## src/rtl/sprite_fb_writer.sv

```systemverilog
`default_nettype none
// ============================================================================
// Module      : sprite_fb_writer
// Description : Sweeps WriteX/WriteY over the frame and takes the highest-
//               priority sprite layer that is on. It reads the sprite ROM,
//               resolves transparency and background, and streams palette
//               indices to the frame buffer through a credit-limited FIFO.
//               Optional build macro: SPRITE_FB_STATS_EN (adds
//               sprite_px_count).
// Revision    : 1.0 - initial release
// ============================================================================
module sprite_fb_writer #(
    parameter int NUM_LAYERS  = 4,
    parameter int PIX_W       = 4,
    parameter int ROM_LATENCY = 2,
    parameter int FIFO_DEPTH  = 4,
    parameter int H_RES       = 640,
    parameter int V_RES       = 480,
    parameter int TRANSP_IDX  = 0,
    parameter int DAY_BG      = 1,
    parameter int NIGHT_BG    = 2
) (
    input  logic                     Clk50,
    input  logic                     Reset_n,
    input  logic                     frame_start,
    input  logic                     isnight,
    output logic [9:0]               WriteX,
    output logic [9:0]               WriteY,
    input  logic [NUM_LAYERS-1:0]    layer_on,
    input  logic [NUM_LAYERS*18-1:0] layer_addr,
    output logic                     rom_rd,
    output logic [17:0]              rom_addr,
    input  logic [PIX_W-1:0]         rom_data,
    output logic                     fb_we,
    output logic [18:0]              fb_addr,
    output logic [PIX_W-1:0]         fb_data,
    input  logic                     fb_ready,
    output logic                     busy,
    output logic                     frame_done
`ifdef SPRITE_FB_STATS_EN
    ,
    output logic [19:0]              sprite_px_count
`endif
);

    localparam logic [1:0]       c_IDLE   = 2'd0;
    localparam logic [1:0]       c_SWEEP  = 2'd1;
    localparam logic [1:0]       c_DRAIN  = 2'd2;
    localparam int               c_PTR_W  = $clog2(FIFO_DEPTH);
    localparam int               c_CNT_W  = $clog2(FIFO_DEPTH + ROM_LATENCY + 1) + 1;
    localparam logic [9:0]       c_X_LAST = 10'(H_RES - 1);
    localparam logic [9:0]       c_Y_LAST = 10'(V_RES - 1);
    localparam logic [18:0]      c_H_RES  = 19'(H_RES);
    localparam logic [PIX_W-1:0] c_TRANSP = PIX_W'(TRANSP_IDX);
    localparam logic [PIX_W-1:0] c_DAY    = PIX_W'(DAY_BG);
    localparam logic [PIX_W-1:0] c_NIGHT  = PIX_W'(NIGHT_BG);

    logic [1:0]             state_q, state_d;
    logic [9:0]             x_q, x_d, y_q, y_d;
    logic [ROM_LATENCY-1:0] pipe_vld_q, pipe_vld_d, pipe_hit_q, pipe_hit_d;
    logic [18:0]            pipe_addr_q [ROM_LATENCY];
    logic [18:0]            pipe_addr_d [ROM_LATENCY];
    logic [PIX_W-1:0]       pipe_bg_q   [ROM_LATENCY];
    logic [PIX_W-1:0]       pipe_bg_d   [ROM_LATENCY];
    logic [c_PTR_W-1:0]     wr_ptr_q, wr_ptr_d, rd_ptr_q, rd_ptr_d;
    logic [c_CNT_W-1:0]     fifo_cnt_q, fifo_cnt_d;
    logic [18:0]            fifo_addr_mem [FIFO_DEPTH];
    logic [PIX_W-1:0]       fifo_data_mem [FIFO_DEPTH];

    logic                   w_hit;
    logic [17:0]            w_sel_addr;
    logic [c_CNT_W-1:0]     w_inflight;
    logic                   w_issue;
    logic                   w_drained;
    logic [18:0]            w_pix_addr;
    logic [PIX_W-1:0]       w_bg;
    logic                   w_push, w_pop, w_push_sprite;
    logic [PIX_W-1:0]       w_push_data;

    // Priority select: iterate high to low so the lowest active layer wins.
    always_comb begin
        w_hit      = 1'b0;
        w_sel_addr = 18'd0;
        for (int i = NUM_LAYERS - 1; i >= 0; i--) begin
            if (layer_on[i]) begin
                w_hit      = 1'b1;
                w_sel_addr = layer_addr[18*i +: 18];
            end
        end
    end

    // In-flight count is the number of occupied ROM pipeline stages.
    always_comb begin
        w_inflight = '0;
        for (int k = 0; k < ROM_LATENCY; k++) begin
            w_inflight = w_inflight + c_CNT_W'(pipe_vld_q[k]);
        end
    end

    // Issue credit: FIFO slots already promised plus stored must leave room.
    assign w_issue    = (state_q == c_SWEEP) &&
                        ((fifo_cnt_q + w_inflight) < c_CNT_W'(FIFO_DEPTH));
    assign w_drained  = (fifo_cnt_q == '0) && (w_inflight == '0);
    assign w_pix_addr = (19'(y_q) * c_H_RES) + 19'(x_q);
    assign w_bg       = isnight ? c_NIGHT : c_DAY;

    assign rom_rd     = w_issue && w_hit;
    assign rom_addr   = rom_rd ? w_sel_addr : 18'd0;

    // Pipeline exit lines up with rom_data for the read issued ROM_LATENCY ago.
    assign w_push        = pipe_vld_q[ROM_LATENCY-1];
    assign w_push_sprite = pipe_hit_q[ROM_LATENCY-1] && (rom_data != c_TRANSP);
    assign w_push_data   = w_push_sprite ? rom_data : pipe_bg_q[ROM_LATENCY-1];

    assign fb_we      = (fifo_cnt_q != '0);
    assign w_pop      = fb_we && fb_ready;
    assign fb_addr    = fb_we ? fifo_addr_mem[rd_ptr_q] : 19'd0;
    assign fb_data    = fb_we ? fifo_data_mem[rd_ptr_q] : '0;

    assign WriteX     = x_q;
    assign WriteY     = y_q;
    assign busy       = (state_q == c_SWEEP) || (state_q == c_DRAIN);
    assign frame_done = (state_q == c_DRAIN) && w_drained;

    // Sweep FSM and raster coordinate advance.
    always_comb begin
        state_d = state_q;
        x_d     = x_q;
        y_d     = y_q;
        case (state_q)
            c_IDLE: begin
                if (frame_start) state_d = c_SWEEP;
            end
            c_SWEEP: begin
                if (w_issue) begin
                    if (x_q == c_X_LAST) begin
                        x_d = 10'd0;
                        if (y_q == c_Y_LAST) begin
                            y_d     = 10'd0;
                            state_d = c_DRAIN;
                        end else begin
                            y_d = y_q + 10'd1;
                        end
                    end else begin
                        x_d = x_q + 10'd1;
                    end
                end
            end
            c_DRAIN: begin
                if (w_drained) state_d = c_IDLE;
            end
            default: state_d = c_IDLE;
        endcase
    end

    // ROM-latency shift pipeline carrying {valid, hit, fb address, background}.
    always_comb begin
        pipe_vld_d     = pipe_vld_q;
        pipe_hit_d     = pipe_hit_q;
        pipe_addr_d    = pipe_addr_q;
        pipe_bg_d      = pipe_bg_q;
        pipe_vld_d[0]  = w_issue;
        pipe_hit_d[0]  = w_issue && w_hit;
        pipe_addr_d[0] = w_pix_addr;
        pipe_bg_d[0]   = w_bg;
        for (int k = 1; k < ROM_LATENCY; k++) begin
            pipe_vld_d[k]  = pipe_vld_q[k-1];
            pipe_hit_d[k]  = pipe_hit_q[k-1];
            pipe_addr_d[k] = pipe_addr_q[k-1];
            pipe_bg_d[k]   = pipe_bg_q[k-1];
        end
    end

    // FIFO pointer and occupancy bookkeeping.
    always_comb begin
        wr_ptr_d   = wr_ptr_q + c_PTR_W'(w_push);
        rd_ptr_d   = rd_ptr_q + c_PTR_W'(w_pop);
        fifo_cnt_d = fifo_cnt_q + c_CNT_W'(w_push) - c_CNT_W'(w_pop);
    end

    // Control state registers with asynchronous clear.
    always_ff @(posedge Clk50 or negedge Reset_n) begin
        if (!Reset_n) begin
            state_q    <= c_IDLE;
            x_q        <= 10'd0;
            y_q        <= 10'd0;
            pipe_vld_q <= '0;
            pipe_hit_q <= '0;
            for (int k = 0; k < ROM_LATENCY; k++) begin
                pipe_addr_q[k] <= 19'd0;
                pipe_bg_q[k]   <= '0;
            end
            wr_ptr_q   <= '0;
            rd_ptr_q   <= '0;
            fifo_cnt_q <= '0;
        end else begin
            state_q     <= state_d;
            x_q         <= x_d;
            y_q         <= y_d;
            pipe_vld_q  <= pipe_vld_d;
            pipe_hit_q  <= pipe_hit_d;
            pipe_addr_q <= pipe_addr_d;
            pipe_bg_q   <= pipe_bg_d;
            wr_ptr_q    <= wr_ptr_d;
            rd_ptr_q    <= rd_ptr_d;
            fifo_cnt_q  <= fifo_cnt_d;
        end
    end

    // FIFO storage; contents are masked by the occupancy count, so no reset.
    always_ff @(posedge Clk50) begin
        if (w_push) begin
            fifo_addr_mem[wr_ptr_q] <= pipe_addr_q[ROM_LATENCY-1];
            fifo_data_mem[wr_ptr_q] <= w_push_data;
        end
    end

`ifdef SPRITE_FB_STATS_EN
    logic [19:0] stat_cnt_q, stat_cnt_d, stat_out_q, stat_out_d;

    // Count sprite-sourced pixels per frame; publish the total at frame end.
    always_comb begin
        stat_cnt_d = stat_cnt_q;
        if ((state_q == c_IDLE) && frame_start) begin
            stat_cnt_d = 20'd0;
        end else if (w_push && w_push_sprite) begin
            stat_cnt_d = stat_cnt_q + 20'd1;
        end
        stat_out_d = frame_done ? stat_cnt_q : stat_out_q;
    end

    // Statistics registers.
    always_ff @(posedge Clk50 or negedge Reset_n) begin
        if (!Reset_n) begin
            stat_cnt_q <= 20'd0;
            stat_out_q <= 20'd0;
        end else begin
            stat_cnt_q <= stat_cnt_d;
            stat_out_q <= stat_out_d;
        end
    end

    assign sprite_px_count = stat_out_q;
`endif

endmodule
`default_nettype wire

```

## config.mk

```make
export PLATFORM = sky130hd
export DESIGN_NAME = sprite_fb_writer
export DESIGN_NICKNAME = d
export VERILOG_FILES = /design/src/rtl/sprite_fb_writer.sv
export SDC_FILE = /design/constraint.sdc
export NUM_CORES = 1
export LEC_CHECK = 0
export ABC_AREA = 1
export ABC_CLOCK_PERIOD_IN_PS = 2800
export BUFFER_PORTS_ARGS = -buffer_cell sky130_fd_sc_hd__buf_4
export CELL_PAD_IN_SITES_DETAIL_PLACEMENT = 0
export CELL_PAD_IN_SITES_GLOBAL_PLACEMENT = 1
export CORE_MARGIN = 4
export CORE_UTILIZATION = 40
export DETAILED_ROUTE_END_ITERATION = 12
export PLACE_DENSITY = 0.77
export SYNTH_ARGS = -nofsm -noshare
export SYNTH_HDL_FRONTEND = slang
export SYNTH_SLANG_ARGS = --single-unit
```

## constraint.sdc

```tcl
create_clock -name Clk50 -period 2.8 [get_ports Clk50]
set_input_delay 0.28 -clock Clk50 [delete_from_list [all_inputs] [get_ports Clk50]]
set_output_delay 0.28 -clock Clk50 [all_outputs]
set_load 0.01 [all_outputs]
```

==> results of run 1 <==
[routing by layer]
layer	track usage	share of wire
met3	0.04270	0.056
met2	0.2956	0.50
met5	0	0
met1	0.2164	0.43
met4	0.06359	0.019
[path summary, 6_finish.rpt]
path	startpoint	slack (ps)	to
worst min register to register	pipe_addr_d[13]	350	pipe_addr_q[13]
worst max-delay path	pipe_vld_q[1]	160	rom_addr[5]
worst min-delay path	Reset_n	-10	pipe_bg_q[1]
max in group asynchronous	Reset_n	2180	pipe_addr_d[4]
worst max register to register	WriteY[1]	350	pipe_addr_d[16]
min in group Clk50	rom_data[2]	270	fifo_data_mem[1][2]
[synthesized netlist by cell type, types with 3 or more instances]
| library cell | n |
|---|---|
| nor3_1 | 12 |
| a21oi_1 | 51 |
| dfrtp_1 | 76 |
| o21ai_2 | 7 |
| nor2_1 | 110 |
| xnor2_1 | 3 |
| inv_1 | 69 |
| inv_4 | 3 |
| nand4_1 | 8 |
| nand3_1 | 67 |
| fa_1 | 3 |
| o21ai_0 | 62 |
| o211ai_1 | 18 |
| xor2_1 | 18 |
| buf_4 | 7 |
| ha_1 | 34 |
| nor2_2 | 3 |
| buf_2 | 9 |
| edfxtp_1 | 92 |
| clkbuf_1 | 17 |
| nand2_1 | 121 |
[cells by family after synthesis]
| group | after synthesis |
|---|---|
| flip-flops | 168 |
| buffers and inverters | 113 |
| AO/OA/AOI/OAI | 144 |
| adder cells (fa/ha/maj) | 37 |
| XOR/XNOR | 21 |
| AND/OR/NAND/NOR | 333 |
[area by class of cell]
class,count,area (um2),area share
Multi-Input combinational cell,535,2968,0.2933
Clock inverter,15,216.5,0.02139
Timing Repair Buffer,161,1211,0.1197
Clock buffer,17,425.4,0.04204
Inverter,76,302.8,0.02992
Sequential cell,168,4664,0.4609
Tap cell,265,331.6,0.03276
[state kept, by name (all words and copies together) (netlist names)]
name           cells
fifo_addr_mem     76
pipe_addr_d       19
pipe_addr_q       19
fifo_data_mem     16
WriteX            10
WriteY            10
fifo_cnt_q         4
pipe_bg_d          2
pipe_bg_q          2
pipe_hit_q         2
pipe_vld_q         2
rd_ptr_q           2
state_q            2
wr_ptr_q           2
[timing repair]
| item | in CTS | in global routing |
|---|---|---|
| hold buffers | 1 | 0 |
| hold endpoints to repair | 2 | 0 |
| resized for setup | 1 | 7 |
| endpoints found under the setup margin | 1 | 19 |
[worst reg2reg max path, cell delays in order, from the launching register on]
cell and delay (ps):
dfrtp_1 450, ha_1 320, ha_1 230, fa_1 420
xor2_1 240, nand2_1 120, inv_1 80, nand3_1 110
nor2_1 150, nand2_1 80, xor2_1 140
[report_power, final]
| part | internal (mW) | switching, mW |
|---|---|---|
| Combinational | 1.05 | 1.51 |
| Sequential | 2.90 | 0.177 |
| Clock | 1.52 | 0.994 |
| Total | 5.47 | 2.68 |
[cell usage in the layout (no fill, tap or decap), drive strengths merged, types with 34 or more instances in the layout]
cell / Yosys / layout
nand2: 125 / 125
nand3: 68 / 68
inv: 74 / 78
buf: 20 / 160
edfxtp: 92 / 92
o21ai: 69 / 69
a21oi: 51 / 51
nor2: 115 / 115
dfrtp: 76 / 76
ha: 34 / 34
[per-stage QoR]
step / setup slack, ps / TNS [ps] / hold WS [ps]
floorplan: 257.7 / 0 / -15.59
global placement: 411.1 / 0 / 331.5
detailed placement: 352.1 / 0 / 334.7
CTS: 9.760 / 0 / 41.78
global route: -5.171 / -11.00 / 99.07
finish: 158.9 / 0 / -13.72
==> flow_summary_export.csv, run 1 <==
group,metric,value,unit
status,status,"finished with violations",
status,violations,"hold timing",
timing,rsz0062_at_grt,"true",
logic_synthesis,ys_warn_count,0,
timing,worst_hold_slack,-13.72,ps
timing,fmax,378.6,MHz
logic_synthesis,synth-simple-area-share,0.1789,
drt,viasPerCell,4.884,
logic_synthesis,synthAdderAreaFrac,0.06015,
job,drv_cap,0,
critical_path,crit_chain,"ha_1 -> ha_1 -> inv_1 -> o21ai_2 -> nand3_1 -> nand2_2 -> nand2_8 -> clkinv_8 -> nand2_8 -> a21oi_1 -> buf_4",
clock_tree,cts_buffers,17,
timing,finalCritPeriodShare,0.9432,
cells_and_area,finish.utilization,0.5149,
logic_synthesis,synth_fp_nets,938,
die,die_area,22520,um2
timing,fin_skew,9.791,ps
hold_path,hp-class,"in2async",
logic_synthesis,synth_edf_count,92,
grt,grt_pass1_vias,6021,
clock_tree,clk_latency,430,ps
cells_and_area,fillers,1851,
drt,drt_pass1_iterations,4,
drt,drt_iter0_drc,273,
critical_path,cp-end-kind,"primary output",
clock_tree,htree_levels,4,
logic_synthesis,synth_area,8071,um2
logic_synthesis,yosysTopAreaCell,"edfxtp_1",
critical_path,worstPathRequired,2520,ps
logic_synthesis,synth-xor-area-share,0.02279,
grt,grt_max_degree,77,
drt,route.vias.total,6042,
drt,routed_wl,18.53,mm
die,fp-row-count,51,
power_and_ir_drop,leakage,4.614,nW
power_and_ir_drop,ir_drop,0.0004530,V
logic_synthesis,avgSynthCellArea,9.892,um2
logic_synthesis,synth.top_cell.area_share,0.3423,
logic_synthesis,synth_async_sr_flop_share,0.4524,
clock_tree,cts_tree,"built",
logic_synthesis,ys_types,40,
die,io-pin-count,150,
logic_synthesis,netlist_top_cells_area,"edfxtp_1 34%, dfrtp_1 24%, nand2_1 5.6%",
drt,remaining_drc_errors,0,
placed_design,place_hpwl,12.82,mm
cells_and_area,drive_above_1_share,0.2315,
cells_and_area,layout.nets,1081,
timing,setup_violations,0,
grt,antenna_found_initial,0,
logic_synthesis,ys_ff_latch,168,
power_and_ir_drop,p_per_area,804.8,nW/um2
critical_path,cpPeakStageDelay,430,ps
logic_synthesis,synth_compound_area_frac,0.1003,
timing,slew_headroom,0.3638,
timing,tightest_slew,954.3,ps
placed_design,placedCellCount,1204,
logic_synthesis,synth_top_family_by_area,"simple AND/OR/NAND/NOR gates",
clock_tree,post-cts-setup-buffers,0,
critical_path,cp.depth,11,
timing,drv_slew,0,
drt,wl_per_cell,14.98,um
cells_and_area,stdcell_area,10120,um2
cells_and_area,area_growth,25.38,%
critical_path,cp_num_buf_inv,3,
critical_path,cp_slowest_cell,"dfrtp_1",
cells_and_area,antenna_cells,0,
die,fp.dieH,150.1,um
critical_path,crit_type,"reg2out",
clock_tree,clockRootBuffer,"clkbuf_16",
clock_tree,clk_path_buf_depth,2,
die,die_w,150.1,um
grt,gr-usage-all-layers,0.1742,
grt,grt_first_pass_wirelength,30.57,mm
critical_path,worstSetupStartpointType,"flop",
cells_and_area,final_cells,1237,
logic_synthesis,synth_mux_area_frac,0,
critical_path,cp_top_family,"adder cells",
die,initial_core_util,0.4107,
logic_synthesis,synth_ff_type,"edfxtp_1",
critical_path,reg2regPathDepth,10,
placed_design,globalplace.congestion,0.7935,
clock_tree,clock-sinks,168,
grt,overflow,0,
drt,antenna_left,0,
timing,finalHoldViolCount,7,
power_and_ir_drop,finalPower,8.144,mW
die,coreArea,19650,um2
placed_design,numPortBuffers,149,
critical_path,cp.arrival,2360,ps
clock_tree,clk_pin_slew,60,ps
logic_synthesis,yosysSeqAreaShare,0.5779,
logic_synthesis,syn_inst,816,
placed_design,place_area,9433,um2
timing,min_period,2641,ps
critical_path,crit_fanout,19,
(Power assumes the default switching activity.)
==> inputs of run 2 (changes only) <==
--- a/config.mk
+++ b/config.mk
@@ -5,7 +5,6 @@
 export SDC_FILE = /design/constraint.sdc
 export NUM_CORES = 1
 export LEC_CHECK = 0
-export ABC_AREA = 1
 export ABC_CLOCK_PERIOD_IN_PS = 2800
 export BUFFER_PORTS_ARGS = -buffer_cell sky130_fd_sc_hd__buf_4
 export CELL_PAD_IN_SITES_DETAIL_PLACEMENT = 0
@@ -13,7 +12,7 @@
 export CORE_MARGIN = 4
 export CORE_UTILIZATION = 40
 export DETAILED_ROUTE_END_ITERATION = 12
-export PLACE_DENSITY = 0.77
+export PLACE_DENSITY = 0.74
 export SYNTH_ARGS = -nofsm -noshare
 export SYNTH_HDL_FRONTEND = slang
 export SYNTH_SLANG_ARGS = --single-unit
==> run 2 against run 1 <==
Net effect:
- the run still ends with hold timing left
- worst setup slack worse by 24 ps
- synthesized cell count fell by 32%
- combinational power increased by 5%
- via count shrank 17%
- largest power group unchanged
==> flow_summary_export.csv, run 2 <==
group,metric,value,unit
die,io-pin-count,150,
logic_synthesis,synth_fp_nets,679,
cells_and_area,fillers,1592,
timing,fin_skew,8.778,ps
timing,setup_violations,0,
power_and_ir_drop,p_sw,2.483,mW
clock_tree,clk_path_buf_depth,2,
power_and_ir_drop,p_per_area,854.5,nW/um2
logic_synthesis,yosysMostFrequentCell,"edfxtp_1",
power_and_ir_drop,finalPower,8.465,mW
power_and_ir_drop,pwr-share-comb,0.318,
logic_synthesis,yosysTopAreaCell,"edfxtp_1",
logic_synthesis,yosysSeqAreaShare,0.6087,
cells_and_area,largest_register_ffs,76,
power_and_ir_drop,p_sw_frac,0.2934,
placed_design,place_area,9056,um2
logic_synthesis,ys_ff_latch,168,
logic_synthesis,ys_warn_count,0,
hold_path,hp-class,"in2async",
critical_path,crit_top_cell,"ha_4",
logic_synthesis,ys_types,53,
grt,grt_pass1_vias,5287,
clock_tree,cts_tree,"built",
drt,drt_iter0_drc,213,
logic_synthesis,synth.top_cell.area_share,0.3605,
logic_synthesis,netlist_top_cells_count,"92 x edfxtp_1, 76 x dfrtp_1, 44 x nor2b_1, 34 x ha_1, 30 x nor2_1",
drt,remaining_drc_errors,0,
cells_and_area,drive_above_1_share,0.3469,
clock_tree,clk_latency,420,ps
critical_path,cp.arrival,2390,ps
power_and_ir_drop,p_int,5.981,mW
timing,min_period,2665,ps
clock_tree,clockRootBuffer,"clkbuf_16",
clock_tree,clock-sinks,168,
placed_design,globalplace.congestion,0.9175,
cells_and_area,layout_common_cells,"171 x buf_4, 92 x edfxtp_1, 75 x dfrtp_1",
critical_path,worstSetupStartpointType,"flop",
power_and_ir_drop,ir_drop,0.0004680,V
die,die_w,146.4,um
grt,grt_max_degree,77,
placed_design,numPortBuffers,149,
drt,viasPerCell,5.180,
timing,slew_headroom,0.1066,
timing,fmax,375.2,MHz
critical_path,cp-end-kind,"primary output",
die,initial_core_util,0.4083,
drt,routed_wl,16.48,mm
logic_synthesis,netlist_top_cells_area,"edfxtp_1 36%, dfrtp_1 25%, mux4_2 6.8%",
cells_and_area,area_growth,29.26,%
logic_synthesis,synth_async_sr_flop_share,0.4524,
critical_path,crit_type,"reg2out",
cells_and_area,top_register,"fifo_addr_mem",
grt,overflow,0,
timing,worst_hold_slack,-13.19,ps
timing,drv_slew,0,
cells_and_area,layout.nets,844,
die,fp-row-count,50,
critical_path,cpPeakStageDelay,450,ps
status,violations,"hold timing",
grt,gr-usage-all-layers,0.1573,
cells_and_area,stdcell_area,9906,um2
cells_and_area,final_common_cell,"buf_4",
critical_path,cp_slowest_cell,"dfrtp_2",
clock_tree,htree_levels,4,
die,coreArea,18770,um2
critical_path,crit_fanout,9,
status,status,"finished with violations",
grt,antenna_found_initial,0,
power_and_ir_drop,leakage,4.261,nW
drt,drt_pass1_iterations,4,
power_and_ir_drop,seqPwrFrac,0.396,
die,fp.dieH,146.4,um
critical_path,crit_chain,"ha_4 -> ha_4 -> a31oi_4 -> mux2i_2 -> nand2_2 -> inv_4 -> o41ai_4 -> nor2_1 -> buf_4",
power_and_ir_drop,clockPowerShare,0.287,
die,die_area,21440,um2
drt,antenna_left,0,
logic_synthesis,avgSynthCellArea,13.76,um2
logic_synthesis,synth_ff_type,"edfxtp_1",
clock_tree,cts_buffers,17,
placed_design,place_hpwl,11.38,mm
job,drv_cap,0,
logic_synthesis,syn_inst,557,
critical_path,worstPathRequired,2520,ps
critical_path,reg2regPathDepth,14,
logic_synthesis,synth_area,7664,um2
clock_tree,clk_pin_slew,60,ps
timing,finalHoldViolCount,4,
drt,route.vias.total,5019,
cells_and_area,antenna_cells,0,
drt,wl_per_cell,17.00,um
grt,grt_first_pass_wirelength,26.96,mm
timing,finalCritPeriodShare,0.9519,
timing,tightest_slew,1337,ps
logic_synthesis,synth_edf_count,92,
## run 2: cell types whose count changed after synthesis, sizes merged, moves of 10 or more
cell	previous run	this run
xnor2	3	19
mux4	0	23
nor2	115	31
o211ai	18	0
inv	74	24
o21ai	69	20
a221oi	0	18
xor2	18	8
nand3	68	6
a21oi	51	23
nor2b	0	44
nand2	125	23
## run 2: area by class of cell
cell class,count,area (um2),share of cell area
Sequential cell,168,4666,0.4710
Multi-Input combinational cell,338,2914,0.2942
Timing Repair Buffer,173,1314,0.1326
Clock buffer,18,429.2,0.04332
Tap cell,234,292.8,0.02956
Clock inverter,14,197.7,0.01996
Inverter,24,92.59,0.009347
## run 2: logic make-up (layout without fill, tap and decap cells)
group | count (synthesis) | after routing | synth area share
AND/OR/NAND/NOR | 159 | 159 | 0.1192
multiplexers | 25 | 25 | 0.07020
flip-flops | 168 | 168 | 0.6087
XOR/XNOR | 27 | 27 | 0.03086
buffers and inverters | 53 | 229 | 0.03037
AO/OA/AOI/OAI | 88 | 90 | 0.07739
adder cells (fa/ha/maj) | 37 | 37 | 0.06335
## run 2: power by group through the flow
stage / Clock [mW] / Combinational (mW) / Sequential (mW)
CTS: 2.48 / 2.68 / 3.34
floorplan: 0 / 1.51 / 3.26
global placement: 0 / 2.45 / 3.35
detailed placement: 0 / 2.48 / 3.38
finish: 2.43 / 2.69 / 3.35
global route: 2.60 / 2.95 / 3.40
## run 2: what timing repair did
item	in CTS	in global routing
hold buffers	1	0
hold endpoints to repair	2	0
setup endpoints to repair	19	29
resized for setup	4	13
cloned	2	0
pin swaps	2	5
buffers inserted	8	5
## run 2: worst max-delay path: cells and delay by family (launching register included)
family | cells | cell delay (ps)
compound gates | 2 | 340
fa+ha+maj | 2 | 400
buf+inv | 2 | 250
flops | 1 | 450
mux | 1 | 290
simple gates | 2 | 250
## run 2: worst paths after layout
kind	startpoint	to	slack [ps]
hold reg to reg	pipe_addr_d[12]	pipe_addr_q[12]	350
max in group asynchronous	Reset_n	pipe_vld_q[1]	2100
min in group Clk50	rom_data[2]	fifo_data_mem[1][2]	250
setup reg to reg	pipe_vld_q[1]	WriteY[5]	180
setup / recovery	pipe_vld_q[1]	rom_addr[17]	130
hold / removal	Reset_n	pipe_bg_d[0]	-10
## run 2: layer usage
| layer | wire length, um | GRT usage |
|---|---|---|
| met1 | 6912 | 0.1970 |
| met2 | 8287 | 0.2616 |
| met3 | 1006 | 0.04904 |
| met4 | 269 | 0.05080 |
| met5 | 0 | 0 |
## run 2: per-stage QoR
step,instances,hold WS [ps],util,TNS [ps],worst slack [ps]
2_1_floorplan,557,-15.59,-,0,131.8
3_3_place_gp,922,332.6,0.4825,0,241.5
3_5_place_dp,922,335.6,0.4825,0,208.5
4_1_cts,965,50.35,0.5223,-69.54,-24.42
5_1_grt,969,77.38,0.5278,-7.599,-7.599
6_report,969,-13.19,0.5278,0,134.8
==> inputs of run 3 (changes only) <==
--- a/config.mk
+++ b/config.mk
@@ -5,7 +5,7 @@
 export SDC_FILE = /design/constraint.sdc
 export NUM_CORES = 1
 export LEC_CHECK = 0
-export ABC_CLOCK_PERIOD_IN_PS = 2800
+export ABC_CLOCK_PERIOD_IN_PS = 2900
 export BUFFER_PORTS_ARGS = -buffer_cell sky130_fd_sc_hd__buf_4
 export CELL_PAD_IN_SITES_DETAIL_PLACEMENT = 0
 export CELL_PAD_IN_SITES_GLOBAL_PLACEMENT = 1
@@ -13,6 +13,7 @@
 export CORE_UTILIZATION = 40
 export DETAILED_ROUTE_END_ITERATION = 12
 export PLACE_DENSITY = 0.74
+export REMOVE_ABC_BUFFERS = 1
 export SYNTH_ARGS = -nofsm -noshare
 export SYNTH_HDL_FRONTEND = slang
 export SYNTH_SLANG_ARGS = --single-unit
==> constraint.sdc (replaced) <==
create_clock -name Clk50 -period 2.9 [get_ports Clk50]
set_input_delay 0.29 -clock Clk50 [delete_from_list [all_inputs] [get_ports Clk50]]
set_output_delay 0.29 -clock Clk50 [all_outputs]
set_load 0.01 [all_outputs]
==> run 3 against run 2 <==
Net effect:
- the flow now finishes without violations
- via count shrank 1.3%
- power shrank 3.9%
- global-route usage grew 0.15 points
- final cell count is the same
- die area is the same
- design area shrank 0.37%
- clock power shrank 11%
- critical path type unchanged
- largest power group unchanged
==> flow_summary_export.csv, run 3 (synthesized netlist as in run 2, its figures left out) <==
group,metric,value,unit
critical_path,worstSetupStartpointType,"flop",
cells_and_area,multi_input_area,2902,um2
critical_path,cp-end-kind,"primary output",
drt,viasPerCell,5.112,
die,fp-row-count,50,
drt,antenna_left,0,
drt,route.vias.total,4954,
critical_path,worstReg2RegEnd,"pipe_addr_d[18]",
power_and_ir_drop,leakage,4.233,nW
power_and_ir_drop,ir_drop,0.0004977,V
cells_and_area,finish.utilization,0.5259,
timing,setup_violations,0,
cells_and_area,regArea,4664,um2
timing,tightest_slew,1265,ps
die,initial_core_util,0.4083,
placed_design,place_area,9055,um2
die,fp.dieH,146.4,um
critical_path,crit_type,"reg2out",
clock_tree,clk_path_buf_depth,2,
cells_and_area,largest_register_ffs,76,
cells_and_area,top_register,"fifo_addr_mem",
cells_and_area,drive_above_1_share,0.3565,
drt,routed_wl,16.72,mm
status,status,"finished clean",
die,coreArea,18770,um2
cells_and_area,stdcell_area,9869,um2
placed_design,place_hpwl,11.42,mm
grt,grt_first_pass_wirelength,26.89,mm
cells_and_area,layout.nets,844,
timing,finalSetupTns,0,ps
critical_path,cp.arrival,2520,ps
grt,antenna_found_initial,0,
die,die_w,146.4,um
timing,fin_skew,8.916,ps
cells_and_area,fillers,1613,
clock_tree,clk_pin_slew,60,ps
clock_tree,cts_tree,"built",
drt,drt_iter0_drc,235,
drt,wl_per_cell,17.26,um
die,io-pin-count,150,
placed_design,numPortBuffers,149,
placed_design,placedCellCount,925,
timing,fmax,355.7,MHz
clock_tree,cts_buffers,17,
critical_path,regToRegSetupSlack,210,ps
timing,finalCritPeriodShare,0.9693,
cells_and_area,area_growth,28.78,%
power_and_ir_drop,p_per_area,824.0,nW/um2
placed_design,globalplace.congestion,0.8151,
critical_path,r2r-start,"WriteY[5]",
grt,overflow,0,
grt,grt_max_degree,77,
clock_tree,clk_latency,420,ps
timing,slew_headroom,0.1552,
drt,remaining_drc_errors,0,
critical_path,crit_fanout,6,
cells_and_area,antenna_cells,0,
timing,drv_slew,0,
clock_tree,clock-sinks,168,
grt,grt_pass1_vias,5281,
cells_and_area,layout_common_cells,"167 x buf_4, 92 x edfxtp_1, 76 x dfrtp_1",
timing,worst_hold_slack,25.81,ps
cells_and_area,final_common_cell,"buf_4",
clock_tree,htree_levels,4,
job,drv_cap,0,
critical_path,worstPathRequired,2610,ps
clock_tree,clockRootBuffer,"clkbuf_16",
timing,min_period,2811,ps
die,die_area,21440,um2
drt,drt_pass1_iterations,4,
cells_and_area,final_cells,969,
critical_path,reg2regPathDepth,8,
timing,finalHoldViolCount,0,
hold_path,hp-class,"in2async",
grt,gr-usage-all-layers,0.1588,
[run 3: layout make-up]
cell class                 instances  share of cell area
clock buffer                      21             0.04564
sequential                       168              0.4726
multi-input combinational        336              0.2940
inverter                          24            0.009381
clock inverter                    11             0.01268
tap                              234             0.02967
timing repair buffer             175              0.1360
[run 3: worst max-delay path by stage]
| stage | start | to | slack, ps | cells past startpoint |
|---|---|---|---|---|
| finish | pipe_vld_q[1] | rom_addr[9] | 90 | 10 |
| global route | pipe_vld_q[1] | rom_addr[9] | -60 | 10 |
| CTS | pipe_vld_q[1] | rom_addr[6] | 4 | 10 |
| detailed placement | WriteY[2] | pipe_addr_d[18] | 260 | 8 |
| global placement | WriteY[2] | pipe_addr_d[18] | 290 | 8 |
| floorplan | fifo_cnt_q[2] | fifo_cnt_q[2] | -510 | 10 |
[run 3: worst max-delay path, cell delays in order, from the launching register on]
cell and delay, ps:
dfrtp_1 410, ha_2 210, ha_4 220, a31oi_4 190, mux2i_2 300, nand2_2 120
inv_4 110, o41ai_4 120, buf_6 180, nor2_2 120, buf_4 130
[run 3: repair_timing]
item,4_1_cts,5_1_grt
hold buffers,1,0
buffers inserted,5,3
setup endpoints to repair,19,19
gates resized for setup,1,43
pin swaps,1,3
hold endpoints to repair,2,0
cloned,0,3
[run 3: metrics by stage]
stage | total power [mW] | setup WS (ps)
global placement | 5.628 | 286.5
finish | 8.132 | 88.93
detailed placement | 5.698 | 256.8
floorplan | 4.521 | -509.0
global route | 8.647 | -59.81
CTS | 7.964 | 4.097
[run 3: power breakdown]
| part | total [mW] | switching (mW) | internal [mW] |
|---|---|---|---|
| clock | 2.17 | 0.880 | 1.29 |
| combinational | 2.75 | 1.32 | 1.43 |
| sequential | 3.21 | 0.257 | 2.96 |
| total | 8.13 | 2.45 | 5.68 |
[run 3: per-layer routing]
layer,track usage,share of wire
met5,0,0
met3,0.04066,0.040
met2,0.2827,0.52
met1,0.1897,0.42
met4,0.04798,0.016
